`src/rtl/sdram_arbiter.sv`:
```
// Arbiter/scheduler in front of the SDRAM command engine: shares the device between
// a priority read port and a write port, and interleaves periodic auto-refresh.
module sdram_arbiter #(
    parameter int ADDR_W           = 22,
    parameter int REFRESH_INTERVAL = 1290,
    parameter int URGENT_LEVEL     = 4,
    parameter int READ_STREAK_MAX  = 4
) (
    input  logic              dram_clk,
    input  logic              reset,
    input  logic              ctrl_ready,
    input  logic              rd_req,
    input  logic [ADDR_W-1:0] rd_addr,
    output logic              rd_ack,
    output logic [15:0]       rd_data,
    output logic              rd_data_valid,
    input  logic              wr_req,
    input  logic [ADDR_W-1:0] wr_addr,
    input  logic [15:0]       wr_data,
    input  logic [1:0]        wr_mask,
    output logic              wr_ack,
    output logic              cmd_valid,
    output logic [1:0]        cmd_op,
    output logic [ADDR_W-1:0] cmd_addr,
    output logic [15:0]       cmd_wdata,
    output logic [1:0]        cmd_mask,
    input  logic              cmd_ready,
    input  logic              resp_valid,
    input  logic [15:0]       resp_data,
    output logic [2:0]        refresh_pending,
    output logic              busy
);

    localparam int CNT_W    = $clog2(REFRESH_INTERVAL);
    localparam int STREAK_W = $clog2(READ_STREAK_MAX + 1);

    localparam logic [CNT_W-1:0]    CNT_LAST   = CNT_W'(REFRESH_INTERVAL - 1);
    localparam logic [2:0]          URGENT     = 3'(URGENT_LEVEL);
    localparam logic [STREAK_W-1:0] STREAK_TOP = STREAK_W'(READ_STREAK_MAX);

    typedef enum logic [1:0] {
        IDLE      = 2'd0,
        ISSUE     = 2'd1,
        WAIT_RESP = 2'd2
    } state_t;

    typedef enum logic [1:0] {
        OP_READ    = 2'b00,
        OP_WRITE   = 2'b01,
        OP_REFRESH = 2'b10
    } op_t;

    typedef enum logic [1:0] {
        GNT_NONE,
        GNT_READ,
        GNT_WRITE,
        GNT_REFRESH
    } grant_t;

    state_t               state;
    state_t               state_nxt;
    grant_t               grant;
    op_t                  op_q;
    logic [CNT_W-1:0]     interval_cnt;
    logic [STREAK_W-1:0]  streak;
    logic                 tick;
    logic                 cmd_hs;
    logic                 refresh_hs;

    // State register
    always_ff @(posedge dram_clk) begin
        if (reset) begin
            state <= IDLE;
            busy  <= 1'b0;
        end else begin
            state <= state_nxt;
            busy  <= (state_nxt != IDLE);
        end
    end

    // Grant priority; only considered in IDLE once the SDRAM is initialised
    always_comb begin
        grant = GNT_NONE;
        if (state == IDLE && ctrl_ready) begin
            if (refresh_pending >= URGENT)
                grant = GNT_REFRESH;
            else if (wr_req && streak == STREAK_TOP)
                grant = GNT_WRITE;
            else if (rd_req)
                grant = GNT_READ;
            else if (wr_req)
                grant = GNT_WRITE;
            else if (refresh_pending != 3'd0)
                grant = GNT_REFRESH;
        end
    end

    // Next-state logic
    always_comb begin
        state_nxt = state;
        unique case (state)
            IDLE:      if (grant != GNT_NONE) state_nxt = ISSUE;
            ISSUE:     if (cmd_ready) state_nxt = (op_q == OP_READ) ? WAIT_RESP : IDLE;
            WAIT_RESP: if (resp_valid) state_nxt = IDLE;
            default:   state_nxt = IDLE;
        endcase
    end

    // Output decode
    always_comb begin
        cmd_valid  = (state == ISSUE);
        cmd_op     = op_q;
        cmd_hs     = cmd_valid && cmd_ready;
        refresh_hs = cmd_hs && (op_q == OP_REFRESH);
        tick       = ctrl_ready && (interval_cnt == CNT_LAST);
    end

    // Command capture, acks, read return and read-streak tracking
    always_ff @(posedge dram_clk) begin
        if (reset) begin
            op_q          <= OP_READ;
            cmd_addr      <= '0;
            cmd_wdata     <= '0;
            cmd_mask      <= '0;
            rd_ack        <= 1'b0;
            wr_ack        <= 1'b0;
            rd_data       <= '0;
            rd_data_valid <= 1'b0;
            streak        <= '0;
        end else begin
            rd_ack        <= cmd_hs && (op_q == OP_READ);
            wr_ack        <= cmd_hs && (op_q == OP_WRITE);
            rd_data_valid <= (state == WAIT_RESP) && resp_valid;
            if (state == WAIT_RESP && resp_valid)
                rd_data <= resp_data;

            unique case (grant)
                GNT_READ: begin
                    op_q      <= OP_READ;
                    cmd_addr  <= rd_addr;
                    cmd_wdata <= '0;
                    cmd_mask  <= '0;
                    streak    <= wr_req ? streak + 1'b1 : '0;
                end
                GNT_WRITE: begin
                    op_q      <= OP_WRITE;
                    cmd_addr  <= wr_addr;
                    cmd_wdata <= wr_data;
                    cmd_mask  <= wr_mask;
                    streak    <= '0;
                end
                GNT_REFRESH: begin
                    op_q      <= OP_REFRESH;
                    cmd_addr  <= '0;
                    cmd_wdata <= '0;
                    cmd_mask  <= '0;
                end
                default: ;
            endcase
        end
    end

    // Refresh interval and debt; a tick coinciding with a refresh handshake cancels out
    always_ff @(posedge dram_clk) begin
        if (reset || !ctrl_ready) begin
            interval_cnt    <= '0;
            refresh_pending <= '0;
        end else begin
            interval_cnt <= tick ? '0 : interval_cnt + 1'b1;
            if (tick && !refresh_hs) begin
                if (refresh_pending != 3'd7)
                    refresh_pending <= refresh_pending + 3'd1;
            end else if (!tick && refresh_hs && refresh_pending != 3'd0) begin
                refresh_pending <= refresh_pending - 3'd1;
            end
        end
    end

endmodule

```
`config.mk`:
```
export PLATFORM = sky130hd
export DESIGN_NAME = sdram_arbiter
export DESIGN_NICKNAME = d
export VERILOG_FILES = /design/src/rtl/sdram_arbiter.sv
export SDC_FILE = /design/constraint.sdc
export NUM_CORES = 1
export LEC_CHECK = 0
export ABC_AREA = 1
export BUFFER_PORTS_ARGS = -buffer_cell sky130_fd_sc_hd__buf_2
export CORE_ASPECT_RATIO = 0.7
export CORE_MARGIN = 10
export CORE_UTILIZATION = 42
export DETAILED_ROUTE_END_ITERATION = 10
export PLACE_DENSITY_LB_ADDON = 0.08
export SYNTH_ARGS = -nofsm -noshare
export SYNTH_HDL_FRONTEND = slang
export SYNTH_SLANG_ARGS = --single-unit
```
`constraint.sdc`:
```
create_clock -name dram_clk -period 2.06 [get_ports dram_clk]
set_input_delay 0.412 -clock dram_clk [delete_from_list [all_inputs] [get_ports dram_clk]]
set_output_delay 0.412 -clock dram_clk [all_outputs]
set_load 0.1 [all_outputs]
```
==> results of run 1 <==
-- worst max-delay path, delay by kind of cell, from the launching register on --
| family | cells | cell delay [ps] |
|---|---|---|
| adders and majority gates | 2 | 450 |
| and+or+nand+nor | 3 | 440 |
| buffers and inverters | 2 | 180 |
| AOI/OAI and AO/OA | 2 | 420 |
| DFF | 1 | 330 |
-- cell usage in the layout, fill, tap and decap left out, types with 2 or more instances in the layout --
| master | count |
|---|---|
| a21oi_1 | 90 |
| buf_12 | 2 |
| buf_2 | 150 |
| buf_4 | 10 |
| bufinv_16 | 2 |
| clkbuf_16 | 10 |
| clkinv_2 | 2 |
| dfxtp_1 | 74 |
| dfxtp_2 | 4 |
| dfxtp_4 | 3 |
| ha_1 | 6 |
| inv_1 | 45 |
| inv_2 | 2 |
| nand2_1 | 59 |
| nand2_2 | 4 |
| nand3_1 | 9 |
| nand3_2 | 2 |
| nand4_1 | 3 |
| nor2_1 | 27 |
| nor2_2 | 3 |
| nor3_1 | 2 |
| nor3_2 | 3 |
| nor4_1 | 4 |
| o21ai_0 | 62 |
| o21bai_1 | 2 |
-- worst paths after layout --
path                   start            to  slack (ps)  cells past startpoint
setup reg to reg   streak[0]     streak[2]         180                      9
hold / removal    wr_data[6]  cmd_wdata[6]         320                      3
setup / recovery   streak[0]     streak[2]         180                      9
hold reg to reg    cmd_op[0]        rd_ack         440                      1
-- metal layers --
metal,track usage [%],up-vias
li1,-,1784
met1,19.7,1573
met2,23.9,109
met3,6.54,14
met4,5.70,0
met5,0,-
-- report_power, final --
group          total (W)  internal (W)  leakage [nW]  switching [W]
clock            0.00171       0.00109         0.159       0.000618
sequential       0.00172       0.00167         0.666      0.0000495
combinational    0.00122      0.000250          1.43       0.000970
total            0.00465       0.00301          2.26        0.00164
-- layout make-up --
class,count,area share (%)
Clock buffer,11,5.19
Clock inverter,5,1.69
Inverter,47,3.77
Multi-Input combinational cell,291,32.6
Sequential cell,81,35.0
Tap cell,101,2.70
Timing Repair Buffer,163,19.1
-- kinds of logic (layout without fill, tap and decap cells) --
logic type               after synthesis  in the layout  synth area share, %
XOR/XNOR                               1              1                0.256
AO/OA/AOI/OAI                        159            159                 23.6
buffers and inverters                 73            226                 8.82
AND/OR/NAND/NOR                      121            121                 16.1
adder cells (fa/ha/maj)                9              9                 3.51
flip-flops                            81             81                 47.4
multiplexers                           1              1                0.293
-- stage by stage --
stage	worst slack (ps)	power [W]	hold WS, ps
after global routing	-7.50	0.00485	316
final	178	0.00465	321
after detailed placement	77.1	0.00295	428
after CTS	129	0.00467	308
after global placement	150	0.00294	427
after floorplan	17.0	0.00269	451
-- flip-flops by register name (all words and copies together), names as in the netlist --
register,count
streak,3
cmd_wdata,16
busy,1
state,2
rd_ack,1
wr_ack,1
cmd_addr,22
cmd_op,2
refresh_pending,3
interval_cnt,11
rd_data,16
cmd_mask,2
rd_data_valid,1
-- what timing repair did --
item / CTS / global route
endpoints found under the setup margin: 0 / 44
resized for setup: 0 / 9
hold buffers: 0 / 0
hold endpoints to repair: 0 / 0
==> out/summary.txt, run 1 <==
Status - finished, final reports clean
Top FF cell, synth - dfxtp_1
Hold Path Class - in2reg
Syn nets - 539
# port buffers - 150
Final setup fails - 0
Largest area contributor in the netlist - dfxtp_1
Top-count cell post-synth - a21oi_1
Leakage power - 2.26 nW
Fmax - 531 MHz
Max clock buf depth - 2
DRC Markers - 0
# rows - 27
Crit Path Class - reg2reg
H-tree Lvls - 3
Distinct cell type count after synthesis - 33
Util after Layout - 59.1%
PwrDens - 994 nW/µm²
CP most frequent cell - inv_1
Vias in the first global route - 3255
Die H - 95.5 µm
Starting Density - 43.3%
Setup bufs post-CTS - 0
Pins Over Slew Limit - 0
Worst Skew - 5.56 ps
Number of synthesis warnings - 0
Post-Route Setup TNS - 0 ps
CTS sink count - 81
Vias - 3480
CTS buffer count - 9
Critical path's largest stage delay - 330 ps
Met3 Wirelength - 826 µm
DP Cell Count - 682
Number of I/O pins - 151
Crit path launch type - flop
Post-route insts no fill - 699
Commonest cells in the synthesized netlist - a21oi_1, dfxtp_1, o21ai_0
Total Wirelength - 10300 µm
Crit path time final - 1880 ps
Core ar. - 7910 µm²
Post-route cell area - 4680 µm²
Antenna violations before repair - 0
Met1 WL - 4720 µm
CP max stage cell - dfxtp_2
Die width - 128 µm
Worst Path Required - 2320 ps
Detailed Routing Iterations Pass 1 - 4
Filler cells - 768
Pin count of the biggest net entering global routing - 59
Yosys reg bits - 81
Total grt overflow - 0
Worst-path maximum fanout - 4
Synth Cell Area - 3420 µm²
CTS tree - built
Worst Setup End Kind - flop
Top post-synthesis cells by area - dfxtp_1, a21oi_1, o21ai_0, nand2_1, inv_1
Ant. Diodes - 0
Endpoints failing hold - 0
Detail Route Antenna Nets - 0
Max Used Layer - met4
Die area - 12200 µm²
Mean Syn Cell Area - 7.68 µm²
Met2 WL - 4540 µm
Sequential area share after synthesis - 47.4%
Number of synthesized flops with an enable pin - 0
Nets - 687
Yosys top cell area share - 47.4%
Clk root buf - clkbuf_16
Layout cells sized above 1 - 34.3%
DRT iter0 DRCs - 183
Worst slew pin tran - 525 ps
Cells after synthesis - 445
Fin crit share - 91.4%
Ys async rst share - 0%
Reg clk slew, reported paths - 60 ps
Worst-Skew Late Latency - 330 ps
Gr usage total - 15.7%
Area of the multi-input gates - 1520 µm²
Cells along the critical path - inv_1 > ha_1 > nand3_1 > a31oi_2 > inv_1 > ha_4 > nand2_1 > or2_2 > a21oi_1
Area Overhead vs Synth - 36.7%
GPL Wtd Cong - 0.802
Max-cap check violation count - 0
Post-DP HPWL - 7560 µm
First-pass GRT wire length - 15800 µm
Register area - 1640 µm²
Peak supply drop - 0.770 mV
Worst EP arrival - 2150 ps
DP Area - 4310 µm²
Post-DR vias/cell - 4.98
DR WL/cell - 14.7 µm
Max-Slew Margin vs Limit - 65.2%
(Power assumes the default switching activity.)
==> run 2, diff against run 1 <==
--- a/config.mk
+++ b/config.mk
@@ -6,11 +6,12 @@
 export NUM_CORES = 1
 export LEC_CHECK = 0
 export ABC_AREA = 1
-export BUFFER_PORTS_ARGS = -buffer_cell sky130_fd_sc_hd__buf_2
+export BUFFER_PORTS_ARGS = -buffer_cell sky130_fd_sc_hd__clkbuf_2
 export CORE_ASPECT_RATIO = 0.7
 export CORE_MARGIN = 10
 export CORE_UTILIZATION = 42
 export DETAILED_ROUTE_END_ITERATION = 10
+export MAX_ROUTING_LAYER = met4
 export PLACE_DENSITY_LB_ADDON = 0.08
 export SYNTH_ARGS = -nofsm -noshare
 export SYNTH_HDL_FRONTEND = slang
==> out/summary.txt, run 2 (synthesis gave the netlist of run 1 again) <==
First-pass GRT wire length - 15500 µm (-2.0%)
Filler cells - 743 (-3.3%)
CP max stage cell - dfxtp_1
CTS sink count - 81 (unchanged)
Die area - 12200 µm² (unchanged)
GPL Wtd Cong - 0.823 (+2.6%)
Post-Route Setup TNS - 0 ps (unchanged)
Number of I/O pins - 151 (unchanged)
Worst Setup End Kind - flop
Final setup fails - 0 (unchanged)
Reg clk slew, reported paths - 60 ps (about the same)
RSZ-0062 raised after global routing - no
Die width - 128 µm (unchanged)
Antenna violations before repair - 0 (unchanged)
Worst Path Required - 2320 ps (about the same)
Detail Route Antenna Nets - 0 (unchanged)
Endpoints failing hold - 0 (unchanged)
R2r worst-path depth - 12 (+3)
Power Total - 0.00482 W (+3.7%)
Fmax - 537 MHz (+1.0%)
Crit path time final - 1860 ps (-18.9 ps)
PwrDens - 1010 nW/µm² (+1.9%)
CTS tree - built
DR WL/cell - 14.6 µm (-0.55%)
Area of the multi-input gates - 1560 µm² (+2.3%)
Core ar. - 7910 µm² (unchanged)
Setup bufs post-CTS - 0 (unchanged)
Worst-Skew Late Latency - 330 ps (about the same)
Starting Density - 43.3% (unchanged)
Post-DP HPWL - 7560 µm (about the same)
Vias in the first global route - 3173 (-2.5%)
Status - finished, final reports clean
Clk root buf - clkbuf_16
Worst EP arrival - 2130 ps (-20 ps)
Detailed Routing Iterations Pass 1 - 5 (+1)
Max clock buf depth - 2 (unchanged)
DRT iter0 DRCs - 225 (+23%)
Most common cell after layout, fill and taps aside - clkbuf_2
Cts-stage hold buffer count - 0 (unchanged)
Crit Path Class - reg2reg
Max-Slew Margin vs Limit - 61.7% (-3.6 points)
Biggest regs - cmd_addr (22), cmd_wdata (16), rd_data (16)
Hold Crit Depth - 3 (unchanged)
Ant. Diodes - 0 (unchanged)
Peak supply drop - 0.616 mV (-20%)
Biggest register - cmd_addr
Worst-path maximum fanout - 11 (+7)
Commonest non-fill, non-tap cells in the layout - clkbuf_2, a21oi_1, dfxtp_1
Worst Skew - 5.51 ps (-0.0478 ps)
Max reg flops - 22 (unchanged)
Post-DR vias/cell - 4.85 (-2.6%)
Crit path launch type - flop
CTS buffer count - 9 (unchanged)
Cells along the critical path - inv_1 > ha_1 > nand3_2 > nand2_1 > o21ai_0 > nand2_2 > inv_1 > ha_1 > nor2_4 > clkbuf_16 > nand2_1 > a21oi_1
Layout cells sized above 1 - 34.1% (-0.17 points)
Register area - 1640 µm² (-0.15%)
Die H - 95.5 µm (unchanged)
# port buffers - 150 (unchanged)
Gr usage total - 16.0% (+0.30 points)
Total Wirelength - 10200 µm (-0.55%)
Area Overhead vs Synth - 39.2%
Nets - 687 (unchanged)
Critical path's largest stage delay - 330 ps (about the same)
# resized after CTS - 0 (unchanged)
Leakage power - 2.26 nW (+0.24%)
Vias - 3391 (-2.6%)
Total grt overflow - 0 (unchanged)
Pin count of the biggest net entering global routing - 59 (unchanged)
Pins Over Slew Limit - 0 (unchanged)
Max-cap check violation count - 0 (unchanged)
Fin crit share - 90.4% (-0.92 points)
DRC Markers - 0 (unchanged)
# rows - 27 (unchanged)
H-tree Lvls - 3 (unchanged)
Hold Path Class - in2reg
Worst slew pin tran - 577 ps (+52.1 ps)
[run 2: routing by layer]
metal | wire [µm] | share of wire, % | GRT usage, % | up-vias
met1 | 4550 | 45 | 19.7 | 1502
met3 | 1030 | 10 | 6.82 | 11
met2 | 4520 | 44 | 23.3 | 105
li1 | - | - | - | 1773
met4 | 109 | 1.1 | 5.14 | 0
met5 | 0 | 0 | - | -
[run 2: path summary, 6_finish.rpt]
check / endpoint / slack (ps) / start
max: cmd_addr[5] / 200 / streak[0]
max reg2reg: cmd_addr[5] / 200 / streak[0]
min reg2reg: rd_ack / 440 / cmd_op[0]
min: cmd_wdata[8] / 310 / wr_data[8]
[run 2: stage by stage]
step           setup slack [ps]  hold WS (ps)  area [µm²]  instances  utilization (%)
4_1_cts                     118           290        4650        697             58.9
3_5_place_dp               61.7           433        4300        681             54.4
3_3_place_gp                151           430        4300        681             54.4
2_1_floorplan              17.0           451        3440        445                -
6_report                    197           307        4760        699             60.2
5_1_grt                   0.543           296        4760        699             60.2
[run 2: report_power, final]
| group | switching [W] | internal [W] |
|---|---|---|
| sequential | 0.0000520 | 0.00167 |
| combinational | 0.000973 | 0.000253 |
| clock | 0.000622 | 0.00125 |
[run 2: final cells by class]
cell class	instances	area share, %
inverters	47	3.71
flip-flops and latches	81	34.4
clock buffers	11	5.34
clock inverters	5	2.10
well taps	101	2.66
multi-input cells	291	32.7
repair buffers	163	19.1
[run 2: worst max-delay path, delay by kind of cell, from the launching register on]
family / cells / cell delay, ps
compound gates: 2 / 230
fa+ha+maj: 2 / 390
buf+inv: 3 / 300
flops: 1 / 330
simple gates: 5 / 530
